<file path="config.mk">
export PLATFORM = sky130hd
export DESIGN_NAME = xif_commit_scheduler_flat
export DESIGN_NICKNAME = d
export VERILOG_FILES = /design/src/rtl/rvfpm_xif_pkg.sv /design/src/rtl/xif_commit_scheduler_if.sv /design/src/rtl/xif_result_fifo.sv /design/src/rtl/xif_commit_scheduler.sv /design/src/flat_wrapper.sv
export SDC_FILE = /design/constraint.sdc
export NUM_CORES = 1
export LEC_CHECK = 0
export CORE_MARGIN = 4
export CORE_UTILIZATION = 40
export CTS_BUF_LIST = sky130_fd_sc_hd__clkbuf_2 sky130_fd_sc_hd__clkbuf_4 sky130_fd_sc_hd__clkbuf_8
export DETAILED_ROUTE_END_ITERATION = 8
export GPL_ROUTABILITY_DRIVEN = 0
export PLACE_DENSITY = 0.74
export SKIP_CTS_REPAIR_TIMING = 1
export SYNTH_ARGS = -nofsm -noshare
export SYNTH_HDL_FRONTEND = slang
export SYNTH_SLANG_ARGS = --single-unit
</file>
<file path="constraint.sdc">
create_clock -name clk -period 3.39 [get_ports clk]
set_clock_uncertainty 0.05 [all_clocks]
set_input_delay 0.678 -clock clk [delete_from_list [all_inputs] [get_ports clk]]
set_output_delay 0.678 -clock clk [all_outputs]
set_load 0.05 [all_outputs]
</file>
<file path="src/rtl/rvfpm_xif_pkg.sv">
// Shared types for the XIF commit scheduler.
//   id_state_e   : life-cycle state of one instruction ID
//   done_entry_t : one datapath completion as buffered in the result FIFO
package rvfpm_xif_pkg;

  localparam int X_ID_WIDTH  = 4;
  localparam int X_RFW_WIDTH = 32;
  localparam int XLEN        = 32;
  localparam int X_WE_WIDTH  = X_RFW_WIDTH / XLEN;
  localparam int NUM_IDS     = 2 ** X_ID_WIDTH;

  typedef enum logic [1:0] {
    ID_FREE      = 2'd0,
    ID_ISSUED    = 2'd1,
    ID_COMMITTED = 2'd2,
    ID_KILLED    = 2'd3
  } id_state_e;

  typedef struct packed {
    logic [X_ID_WIDTH-1:0]  id;
    logic [X_RFW_WIDTH-1:0] data;
    logic [4:0]             rd;
    logic [X_WE_WIDTH-1:0]  we;
    logic                   exc;
    logic [5:0]             exccode;
  } done_entry_t;

endpackage

</file>
<file path="src/rtl/xif_commit_scheduler_if.sv">
// Bundle of the issue / commit / kill / completion / result / status signals
// between the core side (master) and the commit scheduler (slave).
interface xif_commit_scheduler_if;
  import rvfpm_xif_pkg::*;

  logic                   issue_valid;
  logic [X_ID_WIDTH-1:0]  issue_id;
  logic                   issue_accept;
  logic                   issue_ready;

  logic                   commit_valid;
  logic [X_ID_WIDTH-1:0]  commit_id;
  logic                   commit_kill;
  logic                   kill_valid;
  logic [X_ID_WIDTH-1:0]  kill_id;

  logic                   done_valid;
  logic                   done_ready;
  logic [X_ID_WIDTH-1:0]  done_id;
  logic [X_RFW_WIDTH-1:0] done_data;
  logic [4:0]             done_rd;
  logic [X_WE_WIDTH-1:0]  done_we;
  logic                   done_exc;
  logic [5:0]             done_exccode;

  logic                   result_valid;
  logic                   result_ready;
  logic [X_ID_WIDTH-1:0]  result_id;
  logic [X_RFW_WIDTH-1:0] result_data;
  logic [4:0]             result_rd;
  logic [X_WE_WIDTH-1:0]  result_we;
  logic                   result_exc;
  logic [5:0]             result_exccode;

  logic [X_ID_WIDTH:0]    outstanding;
  logic                   protocol_err;

  modport master (
    output issue_valid, issue_id, issue_accept, commit_valid, commit_id, commit_kill,
           done_valid, done_id, done_data, done_rd, done_we, done_exc, done_exccode,
           result_ready,
    input  issue_ready, kill_valid, kill_id, done_ready, result_valid, result_id,
           result_data, result_rd, result_we, result_exc, result_exccode,
           outstanding, protocol_err
  );

  modport slave (
    input  issue_valid, issue_id, issue_accept, commit_valid, commit_id, commit_kill,
           done_valid, done_id, done_data, done_rd, done_we, done_exc, done_exccode,
           result_ready,
    output issue_ready, kill_valid, kill_id, done_ready, result_valid, result_id,
           result_data, result_rd, result_we, result_exc, result_exccode,
           outstanding, protocol_err
  );

endinterface

</file>
<file path="src/rtl/xif_result_fifo.sv">
// Synchronous FIFO of generic element type.
//   clk, reset_n : clock, asynchronous active-low reset (pointers only)
//   i_push/i_data: write request and element (ignored when full)
//   i_pop        : read request (ignored when empty)
//   o_full/o_empty/o_head : status and the element at the read pointer
module xif_result_fifo #(
  parameter type T     = logic [7:0],
  parameter int  DEPTH = 4
) (
  input  logic clk,
  input  logic reset_n,
  input  logic i_push,
  input  T     i_data,
  input  logic i_pop,
  output logic o_full,
  output logic o_empty,
  output T     o_head
);

  localparam int AW = $clog2(DEPTH);

  // One extra pointer bit distinguishes full from empty when the indices match.
  logic [AW:0] r_wptr;
  logic [AW:0] r_rptr;
  T            r_mem [DEPTH];
  logic        w_push;
  logic        w_pop;

  assign o_full  = (r_wptr[AW] != r_rptr[AW]) && (r_wptr[AW-1:0] == r_rptr[AW-1:0]);
  assign o_empty = (r_wptr == r_rptr);
  assign w_push  = i_push && !o_full;
  assign w_pop   = i_pop && !o_empty;
  assign o_head  = r_mem[r_rptr[AW-1:0]];

  always_ff @(posedge clk or negedge reset_n) begin
    if (!reset_n) begin
      r_wptr <= '0;
      r_rptr <= '0;
    end else begin
      if (w_push) r_wptr <= r_wptr + 1'b1;
      if (w_pop)  r_rptr <= r_rptr + 1'b1;
    end
  end

  always_ff @(posedge clk) begin
    if (w_push) r_mem[r_wptr[AW-1:0]] <= i_data;
  end

endmodule

</file>
<file path="src/rtl/xif_commit_scheduler.sv">
// XIF coprocessor commit scheduler: tracks each ID through issue, commit or
// kill, buffers datapath completions in order, presents committed results on
// the XIF result channel and silently drops killed ones.
//   clk, reset_n : clock, asynchronous active-low reset
//   bus (slave)  : issue/commit/kill/done/result channels plus outstanding
//                  count and sticky protocol_err
module xif_commit_scheduler
  import rvfpm_xif_pkg::*;
#(
  parameter int RES_DEPTH = 4
) (
  input  logic                   clk,
  input  logic                   reset_n,
  xif_commit_scheduler_if.slave  bus
);

  localparam logic [X_ID_WIDTH:0] OUT_MAX = (X_ID_WIDTH+1)'(NUM_IDS);

  id_state_e           r_state [NUM_IDS];
  logic                r_kill_valid;
  logic [X_ID_WIDTH-1:0] r_kill_id;
  logic [X_ID_WIDTH:0] r_outstanding;
  logic                r_protocol_err;

  done_entry_t         w_done_entry;
  done_entry_t         w_head;
  logic                w_full;
  logic                w_empty;
  id_state_e           w_head_state;
  logic                w_issue_fire;
  logic                w_commit_ok;
  logic                w_commit_bad;
  logic                w_done_hs;
  logic                w_done_free;
  logic                w_push;
  logic                w_result_valid;
  logic                w_pop;

  // issue_ready looks at registered state, so an ID freed this cycle is issuable next cycle.
  assign bus.issue_ready = (r_state[bus.issue_id] == ID_FREE);
  assign w_issue_fire    = bus.issue_valid && bus.issue_ready && bus.issue_accept;

  // A commit for an ID being issued in the same cycle still sees FREE and is rejected.
  assign w_commit_ok  = bus.commit_valid && (r_state[bus.commit_id] == ID_ISSUED);
  assign w_commit_bad = bus.commit_valid && !w_commit_ok;

  assign bus.done_ready = !w_full;
  assign w_done_hs      = bus.done_valid && !w_full;
  assign w_done_free    = w_done_hs && (r_state[bus.done_id] == ID_FREE);
  assign w_push         = w_done_hs && !w_done_free;
  assign w_done_entry   = '{id: bus.done_id, data: bus.done_data, rd: bus.done_rd,
                            we: bus.done_we, exc: bus.done_exc, exccode: bus.done_exccode};

  xif_result_fifo #(
    .T     (done_entry_t),
    .DEPTH (RES_DEPTH)
  ) u_fifo (
    .clk     (clk),
    .reset_n (reset_n),
    .i_push  (w_push),
    .i_data  (w_done_entry),
    .i_pop   (w_pop),
    .o_full  (w_full),
    .o_empty (w_empty),
    .o_head  (w_head)
  );

  // Strictly in-order head: committed heads are offered, killed heads are
  // discarded without a handshake, issued heads block everything behind them.
  assign w_head_state   = r_state[w_head.id];
  assign w_result_valid = !w_empty && (w_head_state == ID_COMMITTED);
  assign w_pop          = (w_result_valid && bus.result_ready) ||
                          (!w_empty && (w_head_state == ID_KILLED));

  // Payload is forced to zero while not valid so idle outputs never show stale FIFO data.
  assign bus.result_valid   = w_result_valid;
  assign bus.result_id      = w_result_valid ? w_head.id      : '0;
  assign bus.result_data    = w_result_valid ? w_head.data    : '0;
  assign bus.result_rd      = w_result_valid ? w_head.rd      : '0;
  assign bus.result_we      = w_result_valid ? w_head.we      : '0;
  assign bus.result_exc     = w_result_valid ? w_head.exc     : '0;
  assign bus.result_exccode = w_result_valid ? w_head.exccode : '0;

  assign bus.kill_valid   = r_kill_valid;
  assign bus.kill_id      = r_kill_id;
  assign bus.outstanding  = r_outstanding;
  assign bus.protocol_err = r_protocol_err;

  // The three updates target distinct IDs: pop needs COMMITTED/KILLED,
  // issue needs FREE, commit needs ISSUED.
  always_ff @(posedge clk or negedge reset_n) begin
    if (!reset_n) begin
      for (int i = 0; i < NUM_IDS; i++) r_state[i] <= ID_FREE;
    end else begin
      if (w_pop)        r_state[w_head.id]    <= ID_FREE;
      if (w_issue_fire) r_state[bus.issue_id] <= ID_ISSUED;
      if (w_commit_ok)  r_state[bus.commit_id] <= bus.commit_kill ? ID_KILLED : ID_COMMITTED;
    end
  end

  always_ff @(posedge clk or negedge reset_n) begin
    if (!reset_n) begin
      r_kill_valid   <= 1'b0;
      r_kill_id      <= '0;
      r_outstanding  <= '0;
      r_protocol_err <= 1'b0;
    end else begin
      r_kill_valid <= w_commit_ok && bus.commit_kill;
      if (w_commit_ok && bus.commit_kill) r_kill_id <= bus.commit_id;
      if (w_commit_bad || w_done_free) r_protocol_err <= 1'b1;
      case ({w_issue_fire, w_pop})
        2'b10:   if (r_outstanding != OUT_MAX) r_outstanding <= r_outstanding + 1'b1;
        2'b01:   if (r_outstanding != '0)      r_outstanding <= r_outstanding - 1'b1;
        default: r_outstanding <= r_outstanding;
      endcase
    end
  end

endmodule

</file>
<file path="src/flat_wrapper.sv">
// flat-port wrapper written by rule: the top's interface ports become plain ports
module xif_commit_scheduler_flat import rvfpm_xif_pkg::*;
#(
  parameter int RES_DEPTH = 4
)
  (clk, reset_n, bus_issue_valid, bus_issue_id, bus_issue_accept, bus_commit_valid, bus_commit_id, bus_commit_kill, bus_done_valid, bus_done_id, bus_done_data, bus_done_rd, bus_done_we, bus_done_exc, bus_done_exccode, bus_result_ready, bus_issue_ready, bus_kill_valid, bus_kill_id, bus_done_ready, bus_result_valid, bus_result_id, bus_result_data, bus_result_rd, bus_result_we, bus_result_exc, bus_result_exccode, bus_outstanding, bus_protocol_err);
  xif_commit_scheduler_if bus_i ();
  input  logic clk;
  input  logic reset_n;
  input wire logic [$bits(bus_i.issue_valid)-1:0] bus_issue_valid;
  input wire logic [$bits(bus_i.issue_id)-1:0] bus_issue_id;
  input wire logic [$bits(bus_i.issue_accept)-1:0] bus_issue_accept;
  input wire logic [$bits(bus_i.commit_valid)-1:0] bus_commit_valid;
  input wire logic [$bits(bus_i.commit_id)-1:0] bus_commit_id;
  input wire logic [$bits(bus_i.commit_kill)-1:0] bus_commit_kill;
  input wire logic [$bits(bus_i.done_valid)-1:0] bus_done_valid;
  input wire logic [$bits(bus_i.done_id)-1:0] bus_done_id;
  input wire logic [$bits(bus_i.done_data)-1:0] bus_done_data;
  input wire logic [$bits(bus_i.done_rd)-1:0] bus_done_rd;
  input wire logic [$bits(bus_i.done_we)-1:0] bus_done_we;
  input wire logic [$bits(bus_i.done_exc)-1:0] bus_done_exc;
  input wire logic [$bits(bus_i.done_exccode)-1:0] bus_done_exccode;
  input wire logic [$bits(bus_i.result_ready)-1:0] bus_result_ready;
  output wire logic [$bits(bus_i.issue_ready)-1:0] bus_issue_ready;
  output wire logic [$bits(bus_i.kill_valid)-1:0] bus_kill_valid;
  output wire logic [$bits(bus_i.kill_id)-1:0] bus_kill_id;
  output wire logic [$bits(bus_i.done_ready)-1:0] bus_done_ready;
  output wire logic [$bits(bus_i.result_valid)-1:0] bus_result_valid;
  output wire logic [$bits(bus_i.result_id)-1:0] bus_result_id;
  output wire logic [$bits(bus_i.result_data)-1:0] bus_result_data;
  output wire logic [$bits(bus_i.result_rd)-1:0] bus_result_rd;
  output wire logic [$bits(bus_i.result_we)-1:0] bus_result_we;
  output wire logic [$bits(bus_i.result_exc)-1:0] bus_result_exc;
  output wire logic [$bits(bus_i.result_exccode)-1:0] bus_result_exccode;
  output wire logic [$bits(bus_i.outstanding)-1:0] bus_outstanding;
  output wire logic [$bits(bus_i.protocol_err)-1:0] bus_protocol_err;
  assign bus_i.issue_valid = bus_issue_valid;
  assign bus_i.issue_id = bus_issue_id;
  assign bus_i.issue_accept = bus_issue_accept;
  assign bus_i.commit_valid = bus_commit_valid;
  assign bus_i.commit_id = bus_commit_id;
  assign bus_i.commit_kill = bus_commit_kill;
  assign bus_i.done_valid = bus_done_valid;
  assign bus_i.done_id = bus_done_id;
  assign bus_i.done_data = bus_done_data;
  assign bus_i.done_rd = bus_done_rd;
  assign bus_i.done_we = bus_done_we;
  assign bus_i.done_exc = bus_done_exc;
  assign bus_i.done_exccode = bus_done_exccode;
  assign bus_i.result_ready = bus_result_ready;
  assign bus_issue_ready = bus_i.issue_ready;
  assign bus_kill_valid = bus_i.kill_valid;
  assign bus_kill_id = bus_i.kill_id;
  assign bus_done_ready = bus_i.done_ready;
  assign bus_result_valid = bus_i.result_valid;
  assign bus_result_id = bus_i.result_id;
  assign bus_result_data = bus_i.result_data;
  assign bus_result_rd = bus_i.result_rd;
  assign bus_result_we = bus_i.result_we;
  assign bus_result_exc = bus_i.result_exc;
  assign bus_result_exccode = bus_i.result_exccode;
  assign bus_outstanding = bus_i.outstanding;
  assign bus_protocol_err = bus_i.protocol_err;
  xif_commit_scheduler #(.RES_DEPTH(RES_DEPTH)) u_core (.clk(clk), .reset_n(reset_n), .bus(bus_i));
endmodule
</file>
==> results.txt, run 1 <==
number of pins exceeding their max-slew limit in the final report = 0
result of the run = finished, violations left
worst setup slack before clock tree synthesis = -377 ps
Max-slew headroom = 47.1%
pin count of the biggest net entering global routing = 41
number of register bits inferred by synthesis = 245
final worst-path cycle share = 115%
vias in the first global route = 6940
setup repair after global routing missed its margin = true
total power per unit cell area = 1080 nW/um2
Worst Path Arrival = 3180 ps
core box area = 26100 um2
Worst setup EP type = output pin
post-synthesis cell count = 671
wire length of the first global-routing pass = 39.0 mm
Die Outline Area = 29300 um2
drt first-iter violations = 763
R2R Setup Slk = -270 ps
Setup Total Neg Slack = -23350 ps
Setup Crit Path Kind = reg2out
count of port buffers added during placement = 127
io pins = 128
diode count = 0
count of synthesis-stage warnings from yosys = 0
count of flip-flops with a built-in enable after synthesis = 196
HPWL after detailed placement = 17.2 mm
Worst Path Required = 2660 ps
number of antenna violations at the first check in global routing = 0
Largest delay share family, worst path = multiplexers
highest clock frequency the design can meet = 256 MHz
crit-path cells = mux4_2 > buf_8 > inv_6 > mux2i_2 > mux2i_1 > and2_4 > o21ai_4 > buf_12 > buf_12 > inv_2 > and2_4 > buf_8
worst min-delay path category = in2async
number of H-tree branching levels = 2
Layout area overhead = 31.8%
total detailed-routing wirelength = 25.4 mm
proportion of register bits with asynchronous set or reset after synthesis = 20.0%
most numerous cell in the Yosys netlist = sky130_fd_sc_hd__edfxtp_1
total number of vias = 6819
largest fanout of any net on the critical path = 6
share of the synthesized area in the top cell type = 55.2%
overall track demand over capacity in global routing = 17.1%
number of buffers created by CTS = 41
vias per cell = 5.48
dominant cells by area after synthesis = sky130_fd_sc_hd__edfxtp_1 55%, sky130_fd_sc_hd__mux4_2 12%, sky130_fd_sc_hd__dfrtp_1 12%
post-synth cell types = 50
Synth Flop Type = sky130_fd_sc_hd__edfxtp_1
failing checks = negative setup slack
Max Cap Violations = 0
fin cells = 1245
number of fill cells in the layout = 2152
count of nets after finishing = 954
mapped cell area = 10700 um2
global route overflow = 0
cell with the largest stage delay on the worst path = sky130_fd_sc_hd__mux4_2
Seq/Total Area, Yosys = 66.7%
post-synthesis average cell area = 15.9 um2
count of unresolved DRC violations after routing = 0
list of most frequent post-synthesis cells = 196 x sky130_fd_sc_hd__edfxtp_1, 59 x sky130_fd_sc_hd__mux4_2, 51 x sky130_fd_sc_hd__nor2b_1, 49 x sky130_fd_sc_hd__dfrtp_1, 46 x sky130_fd_sc_hd__o21ai_0
final count of hold timing violations = 0
number of detailed-route iterations in the first pass = 6
clock transition at the registers of the reported paths = 60 ps
TritonCTS Sinks = 245
cell at the root of the clock tree = sky130_fd_sc_hd__clkbuf_8
die boundary width = 171 um
post-route minimum period = 3900 ps
LEAKAGE = 5.05 nW
Placed Instances = 1166
die height = 171 um
largest area contributor in the netlist = sky130_fd_sc_hd__edfxtp_1
Synth Net Count = 743
delay contributed by the slowest stage of the critical path = 630 ps
routed length per placed instance = 20.4 um
later-pin clock latency in the skew report = 550 ps
count of buffering cells on the critical path with inverters included = 6
largest vdd supply drop = 1030 uV
Placement Rows = 59
count of endpoints failing setup in the final report = 53
startpoint types = register
initial core utilization = 40.8%
min setup slack post-route = -514 ps
Max Root-Sink Buffers = 3
clock tree from TritonCTS = yes
Tightest Pin Transition = 794 ps
antenna-violating nets left = 0
share of post-route cells with drive strength above 1 = 34.8%
==> path summary, 6_finish.rpt <==
path	depth (start not counted)	endpoint	startpoint
max	12	bus_result_id[3]	u_core.u_fifo.r_rptr[0]
min	1	u_core.r_state[26]	reset_n
max reg2reg	15	u_core.bus.outstanding[4]	u_core.u_fifo.r_rptr[0]
min reg2reg	1	u_core.bus.protocol_err	u_core.bus.protocol_err
max in group asynchronous	2	u_core.u_fifo.r_wptr[0]	reset_n
min in group clk	1	u_core.bus.protocol_err	u_core.bus.protocol_err
==> per-stage QoR <==
stage | power [W] | utilization [%] | cell area (um2) | hold slack (ps)
2_1_floorplan | 0.00931 | - | 10800 | 332
3_3_place_gp | 0.0117 | 49.1 | 12800 | 410
3_5_place_dp | 0.0118 | 49.1 | 12800 | 427
4_1_cts | 0.0142 | 51.9 | 13600 | 67.8
5_1_grt | 0.0159 | 53.8 | 14000 | 116
6_report | 0.0151 | 53.8 | 14000 | 89.9
==> flip-flops by register name, summed over array words and instances, names as in the netlist <==
register,count
u_core.r_state,32
u_core.bus.outstanding,5
u_core.bus.protocol_err,1
u_core.u_fifo.r_wptr,3
u_core.bus.kill_valid,1
u_core.bus.kill_id,4
u_core.u_fifo.r_rptr,3
u_core.u_fifo.r_mem,196
==> cell usage in the layout (no fill, tap or decap), drive strengths merged, types with 13 or more instances in the layout <==
master         instances
nand2                 29
clkinv                18
a21oi                 15
buf                  124
clkbuf                52
dfrtp                 49
nor3                  13
mux4                  59
inv                   16
nor2                  34
nor2b                 51
clkdlybuf4s50         73
mux2i                 20
edfxtp               196
o21ai                 48
==> worst reg2reg max path, stage by stage, from the launching register on <==
cell and delay (ps):
sky130_fd_sc_hd__dfrtp_4 450, sky130_fd_sc_hd__mux4_2 630, sky130_fd_sc_hd__buf_8 190, sky130_fd_sc_hd__buf_4 130
sky130_fd_sc_hd__mux2i_1 110, sky130_fd_sc_hd__nand2_1 70, sky130_fd_sc_hd__nand4_1 130, sky130_fd_sc_hd__buf_4 160
sky130_fd_sc_hd__a221oi_2 390, sky130_fd_sc_hd__and2_1 220, sky130_fd_sc_hd__xor2_1 80, sky130_fd_sc_hd__ha_1 220
sky130_fd_sc_hd__o31a_1 250, sky130_fd_sc_hd__o211ai_1 170, sky130_fd_sc_hd__o311ai_1 140, sky130_fd_sc_hd__xnor2_1 150
==> report_power, final <==
part           switching (W)  internal, W
logic                0.00478      0.00362
registers           0.000419      0.00394
clock network        0.00113      0.00123
==> area by class of cell <==
type / instances / area (um2) / share of cell area, %
sequential: 245 / 7120 / 50.7
tap: 335 / 419 / 2.98
clock inverter: 21 / 100 / 0.713
inverter: 15 / 65.1 / 0.463
clock buffer: 50 / 632 / 4.50
multi-input combinational: 378 / 3580 / 25.5
timing repair buffer: 201 / 2130 / 15.2
==> kinds of logic (layout without fill, tap and decap cells) <==
group / count (synthesis) / in the layout / share of synthesized area (%)
xor+xnor: 11 / 11 / 0.904
fa+ha+maj: 7 / 7 / 0.822
compound gates: 95 / 95 / 5.47
mux: 87 / 87 / 15.2
simple gates: 178 / 178 / 8.90
flops: 245 / 245 / 66.7
buf+inv: 48 / 287 / 1.98
==> layer usage <==
| metal | wire, um | track usage (%) | up-vias | share of wire, % |
|---|---|---|---|---|
| met2 | 11900 | 27.2 | 330 | 47 |
| met3 | 2060 | 3.68 | 65 | 8.1 |
| met4 | 716 | 5.27 | 0 | 2.8 |
| met5 | 0 | 0 | - | 0 |
| met1 | 10800 | 23.9 | 3387 | 42 |
| li1 | - | - | 3037 | - |
No activity file was read; power rests on OpenSTA's default activity.
==> run 2, diff against run 1 <==
--- a/config.mk
+++ b/config.mk
@@ -7,7 +7,6 @@
 export LEC_CHECK = 0
 export CORE_MARGIN = 4
 export CORE_UTILIZATION = 40
-export CTS_BUF_LIST = sky130_fd_sc_hd__clkbuf_2 sky130_fd_sc_hd__clkbuf_4 sky130_fd_sc_hd__clkbuf_8
 export DETAILED_ROUTE_END_ITERATION = 8
 export GPL_ROUTABILITY_DRIVEN = 0
 export PLACE_DENSITY = 0.74
==> results.txt, run 2 (synthesized netlist as in run 1, its figures left out) <==
result of the run = finished, violations left
failing checks = negative setup slack
Worst Path Arrival = 3160 ps
Placement Rows = 59
dpl cell area = 12800 um2
clock tree from TritonCTS = yes
antenna-violating nets left = 0
HPWL after detailed placement = 17.2 mm
Worst setup EP type = output pin
number of detailed-route iterations in the first pass = 5
most frequent cells in the layout = 196 x sky130_fd_sc_hd__edfxtp_1, 74 x sky130_fd_sc_hd__clkdlybuf4s50_1, 62 x sky130_fd_sc_hd__buf_4, 59 x sky130_fd_sc_hd__mux4_2, 47 x sky130_fd_sc_hd__dfrtp_1
largest vdd supply drop = 983 uV
most used cell, CP = sky130_fd_sc_hd__buf_12
Tightest Pin Transition = 804 ps
Max Root-Sink Buffers = 3
fin cells = 1218
diode count = 0
crit-path cells = mux4_2 > mux2_2 > or3_1 > nand4_1 > nand2_1 > o21ai_4 > buf_12 > buf_12 > inv_2 > and2_4 > buf_8
Layout area overhead = 33.2%
Die Outline Area = 29300 um2
cell with the largest stage delay on the worst path = sky130_fd_sc_hd__mux4_2
number of fill cells in the layout = 2102
die height = 171 um
number of antenna violations at the first check in global routing = 0
routed length per placed instance = 20.8 um
final count of hold timing violations = 0
worst setup slack before clock tree synthesis = -377 ps
summed area of non-filler cells in the final layout = 14200 um2
number of H-tree branching levels = 1
cell at the root of the clock tree = sky130_fd_sc_hd__clkbuf_16
total number of vias = 6748
Setup Crit Path Kind = reg2out
TritonCTS Sinks = 245
startpoint types = register
Max Cap Violations = 0
Placed Instances = 1166
count of nets after finishing = 939
LEAKAGE = 5.09 nW
overall track demand over capacity in global routing = 16.8%
io pins = 128
pin count of the biggest net entering global routing = 41
highest clock frequency the design can meet = 257 MHz
total detailed-routing wirelength = 25.4 mm
total power per unit cell area = 1100 nW/um2
number of buffers created by CTS = 26
R2R Setup Slk = -270 ps
worst hold margin = 120 ps
drt first-iter violations = 652
count of unresolved DRC violations after routing = 0
worst min-delay path category = in2async
clock transition at the registers of the reported paths = 70 ps
Setup Total Neg Slack = -22540 ps
delay contributed by the slowest stage of the critical path = 630 ps
min setup slack post-route = -494 ps
wire length of the first global-routing pass = 38.7 mm
number of pins exceeding their max-slew limit in the final report = 0
commonest non-fill, non-tap cell in the layout = sky130_fd_sc_hd__edfxtp_1
die boundary width = 171 um
global route overflow = 0
Max-slew headroom = 46.4%
post-route minimum period = 3880 ps
initial core utilization = 40.8%
Largest register FFs = 196
largest fanout of any net on the critical path = 6
share of post-route cells with drive strength above 1 = 33.6%
core box area = 26100 um2
later-pin clock latency in the skew report = 530 ps
vias per cell = 5.54
count of endpoints failing setup in the final report = 54
Worst Path Required = 2660 ps
vias in the first global route = 6791
count of port buffers added during placement = 127
setup repair after global routing missed its margin = true
final worst-path cycle share = 115%
-- run 2: changes by cell type in the layout (fill, tap and decap cells not counted), sizes merged --
| cell | change |
|---|---|
| bufinv | +3 |
| clkbuf | -16 |
| clkdlybuf4s50 | +1 |
| clkinv | -11 |
| clkinvlp | -1 |
| dlymetal6s2s | -1 |
| inv | -2 |
-- run 2: layout make-up --
type                       instances  area, um2  area share [%]
clock buffer                      34        712            5.01
sequential                       245       7120            50.1
multi-input combinational        378       3620            25.5
inverter                          15       65.1           0.458
timing repair buffer             201       2130            15.0
tap                              335        419            2.95
clock inverter                    10        139           0.978
-- run 2: through the flow --
step	util (%)	power, W
after detailed placement	49.1	0.0118
after global routing	54.3	0.0164
after CTS	52.4	0.0147
final	54.3	0.0157
after floorplan	-	0.00931
after global placement	49.1	0.0117
-- run 2: where the power goes --
part | switching, W | leakage [nW] | internal (W)
Combinational | 0.00484 | 2.29 | 0.00365
Sequential | 0.000422 | 2.39 | 0.00394
Clock | 0.00111 | 0.418 | 0.00170
-- run 2: metal layers --
metal	vias to the layer above	part of all wire [%]	GRT usage, %	routed length, um
met5	-	0	0	0
met4	0	2.3	3.86	576
met3	51	7.4	3.15	1880
met2	285	48	27.3	12100
met1	3408	42	24.0	10800
li1	3004	-	-	-
-- run 2: worst max-delay path, delay by kind of cell, from the launching register on --
kind / cells / cell delay, ps
flops: 1 / 450
buf+inv: 4 / 450
mux: 2 / 940
compound gates: 1 / 80
simple gates: 4 / 690
-- run 2: final timing paths --
path,from,end,cells after the start
min in group clk,u_core.bus.protocol_err,u_core.bus.protocol_err,1
max in group asynchronous,reset_n,u_core.u_fifo.r_rptr[0],2
max,u_core.u_fifo.r_rptr[0],bus_result_id[3],11
max reg2reg,u_core.u_fifo.r_rptr[0],u_core.bus.outstanding[4],15
min reg2reg,u_core.bus.protocol_err,u_core.bus.protocol_err,1
min,reset_n,u_core.r_state[6],1
